--- src/rtl/mb_pkg.sv ---
// rtl/mb_pkg.sv - shared types and helpers for the sequential Booth multiplier
package mb_pkg;

    typedef enum logic [1:0] {
        IDLE = 2'd0,
        RUN  = 2'd1,
        CORR = 2'd2
    } state_t;

    // Bit positions inside the recoded-digit control word
    localparam int BD_ONE = 0;
    localparam int BD_TWO = 1;
    localparam int BD_NEG = 2;
    localparam int BD_W   = 3;

    // Unsigned operands need one extra digit to consume the zero-extended top bits
    function automatic int digit_count(input int width, input logic is_signed);
        return is_signed ? (width / 2) : (width / 2 + 1);
    endfunction

endpackage

--- src/rtl/mb_seq_mult_if.sv ---
// rtl/mb_seq_mult_if.sv - start/busy/done operand and result bundle
interface mb_seq_mult_if #(
    parameter int WIDTH = 16
);
    logic               start;
    logic               signed_mode;
    logic [WIDTH-1:0]   a;
    logic [WIDTH-1:0]   b;
    logic               busy;
    logic               done;
    logic [2*WIDTH-1:0] p;

    modport master (output start, signed_mode, a, b, input busy, done, p);
    modport slave  (input start, signed_mode, a, b, output busy, done, p);
endinterface

--- src/rtl/mb_booth_digit.sv ---
// rtl/mb_booth_digit.sv - radix-4 Booth recoder for one multiplier triplet
module mb_booth_digit
    import mb_pkg::*;
(
    input  logic [2:0]      triplet,
    output logic [BD_W-1:0] ctl
);

    // neg follows the top bit even for 111, so a -0 digit still needs its +1 correction
    always_comb begin
        ctl         = '0;
        ctl[BD_ONE] = triplet[1] ^ triplet[0];
        ctl[BD_TWO] = (triplet == 3'b011) || (triplet == 3'b100);
        ctl[BD_NEG] = triplet[2];
    end

endmodule

--- src/rtl/mb_seq_mult.sv ---
// rtl/mb_seq_mult.sv - iterative radix-4 Booth multiplier, one digit per clock
module mb_seq_mult
    import mb_pkg::*;
#(
    parameter int WIDTH = 16
) (
    input  logic          clk,
    input  logic          rst,
    mb_seq_mult_if.slave  bus
);

    localparam int AW = 2 * WIDTH + 2;
    localparam int MW = WIDTH + 2;
    localparam int BW = WIDTH + 3;
    localparam int CW = $clog2(WIDTH / 2 + 2);

    if ((WIDTH % 2) != 0 || WIDTH < 4) begin : g_bad_width
        $fatal(1, "mb_seq_mult: WIDTH must be even and at least 4");
    end

    state_t             state_q, state_d;
    logic [AW-1:0]      acc_q, acc_d;
    logic [AW-1:0]      cor_q, cor_d;
    logic [MW-1:0]      a_q, a_d;
    logic [BW-1:0]      b_q, b_d;
    logic               mode_q, mode_d;
    logic [CW-1:0]      i_q, i_d;
    logic [2*WIDTH-1:0] p_q, p_d;
    logic               done_q, done_d;

    logic [BD_W-1:0]    ctl;
    logic [MW-1:0]      mag;
    logic [MW-1:0]      pp;
    logic [AW-1:0]      pp_sx;
    logic               last_digit;

    // b_q shifts right two bits per digit, so the live triplet is always b_q[2:0]
    mb_booth_digit u_digit (
        .triplet (b_q[2:0]),
        .ctl     (ctl)
    );

    always_comb begin
        mag        = ctl[BD_ONE] ? a_q : (ctl[BD_TWO] ? (a_q << 1) : '0);
        pp         = ctl[BD_NEG] ? ~mag : mag;
        pp_sx      = {{(AW - MW){pp[MW-1]}}, pp};
        last_digit = (i_q == CW'(digit_count(WIDTH, mode_q) - 1));
    end

    always_comb begin
        state_d = state_q;
        acc_d   = acc_q;
        cor_d   = cor_q;
        a_d     = a_q;
        b_d     = b_q;
        mode_d  = mode_q;
        i_d     = i_q;
        p_d     = p_q;
        done_d  = 1'b0;

        unique case (state_q)
            IDLE: begin
                if (bus.start) begin
                    mode_d  = bus.signed_mode;
                    a_d     = bus.signed_mode ? {{2{bus.a[WIDTH-1]}}, bus.a} : {2'b00, bus.a};
                    b_d     = {(bus.signed_mode ? {2{bus.b[WIDTH-1]}} : 2'b00), bus.b, 1'b0};
                    acc_d   = '0;
                    cor_d   = '0;
                    i_d     = '0;
                    state_d = RUN;
                end
            end
            RUN: begin
                acc_d = acc_q + (pp_sx << {i_q, 1'b0});
                cor_d = cor_q | (AW'(ctl[BD_NEG]) << {i_q, 1'b0});
                b_d   = {2'b00, b_q[BW-1:2]};
                i_d   = i_q + 1'b1;
                if (last_digit) begin
                    state_d = CORR;
                end
            end
            CORR: begin
                p_d     = acc_q[2*WIDTH-1:0] + cor_q[2*WIDTH-1:0];
                done_d  = 1'b1;
                state_d = IDLE;
            end
            default: state_d = IDLE;
        endcase
    end

    always_ff @(posedge clk) begin
        if (rst) begin
            state_q <= IDLE;
            acc_q   <= '0;
            cor_q   <= '0;
            a_q     <= '0;
            b_q     <= '0;
            mode_q  <= 1'b0;
            i_q     <= '0;
            p_q     <= '0;
            done_q  <= 1'b0;
        end else begin
            state_q <= state_d;
            acc_q   <= acc_d;
            cor_q   <= cor_d;
            a_q     <= a_d;
            b_q     <= b_d;
            mode_q  <= mode_d;
            i_q     <= i_d;
            p_q     <= p_d;
            done_q  <= done_d;
        end
    end

    assign bus.busy = (state_q != IDLE);
    assign bus.done = done_q;
    assign bus.p    = p_q;

endmodule
--- src/flat_wrapper.sv ---
// flat-port wrapper written by rule: the top's interface ports become plain ports
module mb_seq_mult_flat import mb_pkg::*;
#(
    parameter int WIDTH = 16
)
  (clk, rst, bus_start, bus_signed_mode, bus_a, bus_b, bus_busy, bus_done, bus_p);
  mb_seq_mult_if #(.WIDTH(WIDTH)) bus_i ();
  input  logic clk;
  input  logic rst;
  input wire logic [$bits(bus_i.start)-1:0] bus_start;
  input wire logic [$bits(bus_i.signed_mode)-1:0] bus_signed_mode;
  input wire logic [$bits(bus_i.a)-1:0] bus_a;
  input wire logic [$bits(bus_i.b)-1:0] bus_b;
  output wire logic [$bits(bus_i.busy)-1:0] bus_busy;
  output wire logic [$bits(bus_i.done)-1:0] bus_done;
  output wire logic [$bits(bus_i.p)-1:0] bus_p;
  assign bus_i.start = bus_start;
  assign bus_i.signed_mode = bus_signed_mode;
  assign bus_i.a = bus_a;
  assign bus_i.b = bus_b;
  assign bus_busy = bus_i.busy;
  assign bus_done = bus_i.done;
  assign bus_p = bus_i.p;
  mb_seq_mult #(.WIDTH(WIDTH)) u_core (.clk(clk), .rst(rst), .bus(bus_i));
endmodule
--- config.mk ---
export PLATFORM = sky130hd
export DESIGN_NAME = mb_seq_mult_flat
export DESIGN_NICKNAME = d
export VERILOG_FILES = /design/src/rtl/mb_pkg.sv /design/src/rtl/mb_seq_mult_if.sv /design/src/rtl/mb_booth_digit.sv /design/src/rtl/mb_seq_mult.sv /design/src/flat_wrapper.sv
export SDC_FILE = /design/constraint.sdc
export NUM_CORES = 1
export LEC_CHECK = 0
export CAP_MARGIN = 40
export CORE_MARGIN = 5
export CORE_UTILIZATION = 40
export CTS_CLUSTER_DIAMETER = 80
export DETAILED_ROUTE_END_ITERATION = 12
export GPL_ROUTABILITY_DRIVEN = 0
export PLACE_DENSITY = 0.61
export SLEW_MARGIN = 20
export SYNTH_ARGS = -nofsm -noshare
export SYNTH_HDL_FRONTEND = slang
export SYNTH_SLANG_ARGS = --single-unit
--- constraint.sdc ---
create_clock -name clk -period 7.2 [get_ports clk]
set_clock_uncertainty 0.2 [all_clocks]
set_input_delay 0.72 -clock clk [delete_from_list [all_inputs] [get_ports clk]]
set_output_delay 0.72 -clock clk [all_outputs]
set_load 0.005 [all_outputs]
After elaboration in Yosys (flattened, before gate mapping)
Cells that the tools add are included.
Word-level totals
  bits in registers: 145
  input bits: 36
  output and inout port bits: 34
  logic and storage cells: 49
Operators by class
  $add $sub $neg: 4
  equal/unequal tests: 7
  shift-type cells: 2
  multiplexer cells: 17
  bitwise gates (word level): 3
  reductions and logical operators: 7
Operator list (count)
  $pmux W34 S2: 2
  $mux W18: 4
  $pmux W19 S2: 1
  $add A34 B34 Y34: 1
  $mux W34: 1
  $or A34 B34 Y34: 1
  $shl A1 B5 Y34: 1
  $shl A34 B5 Y34: 1
  $add A32 B32 Y32: 1
  $mux W19: 1
  $not A18 Y18: 1
  $pmux W4 S2: 1
  $mux W2: 3
  $reduce_and A2 Y1: 3
  $add A4 B1 Y4 const B: 1
  $eq A4 B4 Y1: 1
  $mux W4: 1
  $pmux W2 S2: 1
  $reduce_bool A2 Y1: 2
  $sub A4 B2 Y4 const B: 1
  $eq A3 B2 Y1 const B: 1
  $eq A3 B3 Y1 const B: 1
  $eq A2 B1 Y1 const B: 1
  $eq A2 B2 Y1 const B: 1
  other kinds (6): 7

Logic depth before layout (Yosys ltp)
  depth in word-level cells: 9
  depth in mapped cells: 23
  depth with buffers taken out: 21

By module
Synthesis repeated with hierarchy kept, for this count alone.
Second synthesis, totals
  cells, all modules: 1067
  area, all modules: 8107.8 µm²
Modules (own cells, without submodules)
  mb_seq_mult: times used 1, cells each 1061, area an instance 8052.7 µm², seq. area each 2462.4 µm²
  mb_booth_digit: times used 1, cells each 6, area an instance 55.1 µm², seq. area each 0.0 µm²

Least setup slack after synthesis
No wires, ideal clock.
  kind: reg2reg
  start point: register u_core.b_q[0]
  end point: register u_core.acc_q[28]
  library setup time: 0.062 ns
  arrival: 4.844 ns
  data required time: 6.938 ns
  setup slack: 2.094 ns
  stages on the path, launching flop included: 20
  path buffers: 3
  clock period less this slack: 5.106 ns
  cells stage by stage: dfxtp_1 -> inv_1 -> ha_1 -> buf_6 -> clkbuf_1 -> clkbuf_1 -> nand2_1 -> xnor2_1 -> nor4_1 -> ha_1 -> fa_1 -> a211oi_1 -> nor3_1 -> o2111ai_1 -> a2111oi_0 -> a211o_1 -> a221oi_1 -> o21ai_0 -> or4b_2 -> nand3_1
Between the ends
  longest elaborated chain between the ends: 9
  elaborated cells on any way between the ends: 11
  classes of those cells: add/sub (1); eq/ne (2); shift (1); mux (4); bitwise (2); reduce/logical (1)
Ends and longest elaborated chain
  from (decl): line mb_seq_mult.sv:25  | logic [BW-1:0] b_q, b_d;
  from (signal assigned): line mb_seq_mult.sv:97  | b_q <= '0;
  from (signal assigned): line mb_seq_mult.sv:107  | b_q <= b_d;
  $eq A3 B2 Y1 / $eq A3 B3 Y1 (equally long branches): line mb_booth_digit.sv:13  | ctl[BD_TWO] = (triplet == 3'b011) || (triplet == 3'b100);
  $logic_or A1 B1 Y1: line mb_booth_digit.sv:13
  $mux W18: line mb_seq_mult.sv:44  | mag = ctl[BD_ONE] ? a_q : (ctl[BD_TWO] ? (a_q << 1) : '0);
  $mux W18 (*): line mb_seq_mult.sv:44
  $not A18 Y18: line mb_seq_mult.sv:45  | pp = ctl[BD_NEG] ? ~mag : mag;
  $mux W18 (*): line mb_seq_mult.sv:45
  $shl A34 B5 Y34 (*): line mb_seq_mult.sv:74  | acc_d = acc_q + (pp_sx << {i_q, 1'b0});
  $add A34 B34 Y34 (*): line mb_seq_mult.sv:74
  $pmux W34 S2 (*): line mb_seq_mult.sv:61  | unique case (state_q)
  to (signal assigned): line mb_seq_mult.sv:94  | acc_q <= '0;
  to (signal assigned): line mb_seq_mult.sv:104  | acc_q <= acc_d;
  to (decl): line mb_seq_mult.sv:22  | logic [AW-1:0] acc_q, acc_d;
Every way passes the cells marked *; elsewhere a longest branch is shown, timed or not.
A chain may end at the register's enable or synchronous reset.

Worst setup path after layout
Same ends and word-level chain as after synthesis.

==> impl_metrics.toml <==
[worst_setup_path]
cpMostUsedCell = "o21ai_0"
worstPathArrival_ns = 6.05
cp-start-kind = "flop"
rr_startpoint = "u_core.b_q[0]"
ff2ff_setup_slack_ns = 1.31
slowest_delay_ns = 0.64
endpoint = "u_core.acc_q[28]"
critPathKind = "reg2reg"
crit_path_max_fanout = 17
required_ns = 7.36
critPathCaptureType = "flop"
startpoint = "u_core.b_q[0]"
worstRegToRegCells = 20
cp_slowest_cell = "ha_1"
crit_chain = "inv_1 -> ha_1 -> buf_8 -> mux2_2 -> nor2_1 -> a21oi_1 -> o21bai_1 -> mux2i_1 -> o21ai_0 -> nor2_1 -> ha_1 -> a211oi_1 -> o21ai_0 -> o2111ai_1 -> a2111oi_0 -> a211o_1 -> a221oi_1 -> o21ai_0 -> or4b_2 -> nand3_1"
r2r_end = "u_core.acc_q[28]"

[cts]
cts_buffers = 17
cts_tree = "yes"
h-tree-depth = 4
clock_latency_ns = 0.43
path_clk_slew_ns = 0.06
root_buffer = "clkbuf_16"
clkSinkCount = 123
cts.hold.buffers_added = 0
cts_setup_buffers = 0
cts_resized = 0
clk_path_buf_depth = 2

[floorplan]
die_x_um = 154
core_area_um2 = 20300
die_h_um = 154
start_util = 0.409
pin_count = 70
die_area_um2 = 23700
std_cell_rows = 52

[timing]
hold_violations = 0
maxSlewHeadroom = 0.443
maxSlewViolCount = 0
tightest_slew_ns = 0.834
period_minus_slack_ns = 5.89
period_share = 0.818
fin_ws_ns = 1.31
rsz0062_at_grt = "no"
setup_violations = 0
timing.fmax_mhz = 170
tns_ns = 0

[pwr]
p_leak_nw = 3.91
vdd_drop_max_v = 0.000164
power_density_nw_per_um2 = 229

[finish]
drive_gt1_frac = 0.0612
nets = 1221
final_cell_mix = "144 x nor2_1, 144 x nand2_1, 123 x dfxtp_1"
diodes = 0
stdcell_count = 1414
area_delta_synth_final_pct = 18.9

[global_routing]
grt_max_degree = 77
track_usage = 0.193
antenna_found_initial = 0
overflow = 0
grt_pass1_vias = 7240
grt_pass1_wl_mm = 37.9

[synthesis]
synth_area_um2 = 8300
synthArstFlopShare = 0
synth_edf_count = 0
ys_ff_latch = 123
ys_seq_area_frac = 0.297
yosys_warnings = 0
synth_ff_type = "dfxtp_1"
synth_area_per_cell_um2 = 7.59
synth.distinct_cells = 64
postSynthCellCount = 1093
syn-num-nets = 1183

[hold_path]
min_path_type = "reg2reg"

[run]
drv_cap = 0

[routing]
num_vias = 7777
postRouteAntennaNets = 0
drtIter0Drc = 569
wire_per_inst_um = 16.2
drc = 0
first_pass_iters = 5
wl_mm = 22.9
viasPerCell = 5.50

[place]
placed_cells = 1381
dp_hpwl_mm = 17.0
place_worst_setup_slack_ns = 1.42
io_buffers = 69

[run_status]
status = "complete, no violations"
-- report_power, final --
part / switching [W] / total [W] / internal, W
logic: 0.000311 / 0.000533 / 0.000222
registers: 0.0000457 / 0.000766 / 0.000721
clock network: 0.000328 / 0.000961 / 0.000632
-- synthesized netlist by cell type, drive strengths merged (4+ instances only) --
cell / count / share of area
nand2: 145 / 0.066
nor2: 145 / 0.066
dfxtp: 123 / 0.30
a21oi: 111 / 0.067
o21ai: 56 / 0.034
clkbuf: 55 / 0.025
ha: 53 / 0.080
xnor2: 41 / 0.043
nand3: 34 / 0.021
a211oi: 29 / 0.026
mux2i: 25 / 0.030
xor2: 21 / 0.022
a21o: 17 / 0.015
a31oi: 17 / 0.013
nand2b: 17 / 0.013
nor2b: 17 / 0.013
nor4: 16 / 0.012
inv: 15 / 0.0068
nor3: 14 / 0.0084
and2: 12 / 0.0090
mux2: 11 / 0.015
buf: 10 / 0.0059
a221oi: 9 / 0.0095
a22o: 9 / 0.0095
o21bai: 9 / 0.0081
a22oi: 7 / 0.0063
and3: 7 / 0.0053
o22ai: 6 / 0.0045
a2111oi: 5 / 0.0053
a21boi: 5 / 0.0045
a311oi: 4 / 0.0042
o31ai: 4 / 0.0036
-- worst min-delay path by stage --
stage                startpoint          endpoint  slack, ns  cells after the start
3_3_place_gp   u_core.bus.p[17]  u_core.bus.p[17]       0.24                      2
4_1_cts        u_core.bus.p[17]  u_core.bus.p[17]       0.25                      2
3_5_place_dp   u_core.bus.p[17]  u_core.bus.p[17]       0.25                      2
5_1_grt        u_core.bus.p[13]  u_core.bus.p[13]       0.28                      2
2_1_floorplan   u_core.cor_q[0]   u_core.cor_q[0]       0.23                      2
6_report       u_core.bus.p[17]  u_core.bus.p[17]       0.25                      2
-- cells by family (layout without fill, tap and decap cells) --
logic type               Yosys count  after routing  synth area share
XOR/XNOR                          62             62            0.0655
multiplexers                      39             39            0.0541
flip-flops                       123            123             0.297
adder cells (fa/ha/maj)           54             54            0.0823
buffers and inverters             80            131            0.0376
AND/OR/NAND/NOR                  424            424             0.228
AO/OA/AOI/OAI                    311            311             0.235
-- critical path: cells and delay by family (launching register included) --
| kind | cells | cell delay [ns] |
|---|---|---|
| buffers and inverters | 2 | 0.29 |
| muxes | 2 | 0.56 |
| adders and majority gates | 2 | 0.95 |
| AOI/OAI and AO/OA | 10 | 2.52 |
| DFF | 1 | 0.35 |
| and+or+nand+nor | 4 | 0.97 |
-- registers in the layout, summed over array words and instances, names as in the netlist --
register / cells
u_core.state_q: 2
u_core.bus.p: 32
u_core.a_q: 17
u_core.cor_q: 16
u_core.i_q: 4
u_core.bus.done: 1
u_core.mode_q: 1
u_core.b_q: 18
u_core.acc_q: 32
-- metrics by stage --
step	area, um^2	power [W]	util	hold slack [ns]
after detailed placement	9200	0.00130	0.453	0.245
final	9860	0.00226	0.486	0.249
after CTS	9850	0.00227	0.485	0.252
after global routing	9860	0.00237	0.486	0.277
after floorplan	8300	0.00115	-	0.232
after global placement	9170	0.00130	0.452	0.238
-- layer usage --
layer  global-route usage  part of all wire  up-vias
met5                    0                 0        -
met4               0.0568             0.020        0
met3               0.0360             0.054       34
met2                0.305              0.45      210
met1                0.270              0.48     3546
li1                     -                 -     3987
-- layout make-up --
| cell class | instances | area, um^2 |
|---|---|---|
| clock buffer | 21 | 460 |
| clock inverter | 11 | 190 |
| fill | 2045 | 10400 |
| inverter | 15 | 56.3 |
| multi-input combinational | 890 | 5530 |
| sequential | 123 | 2460 |
| tap | 270 | 338 |
| timing repair buffer | 84 | 823 |
Power figures use the tool's default switching activity.
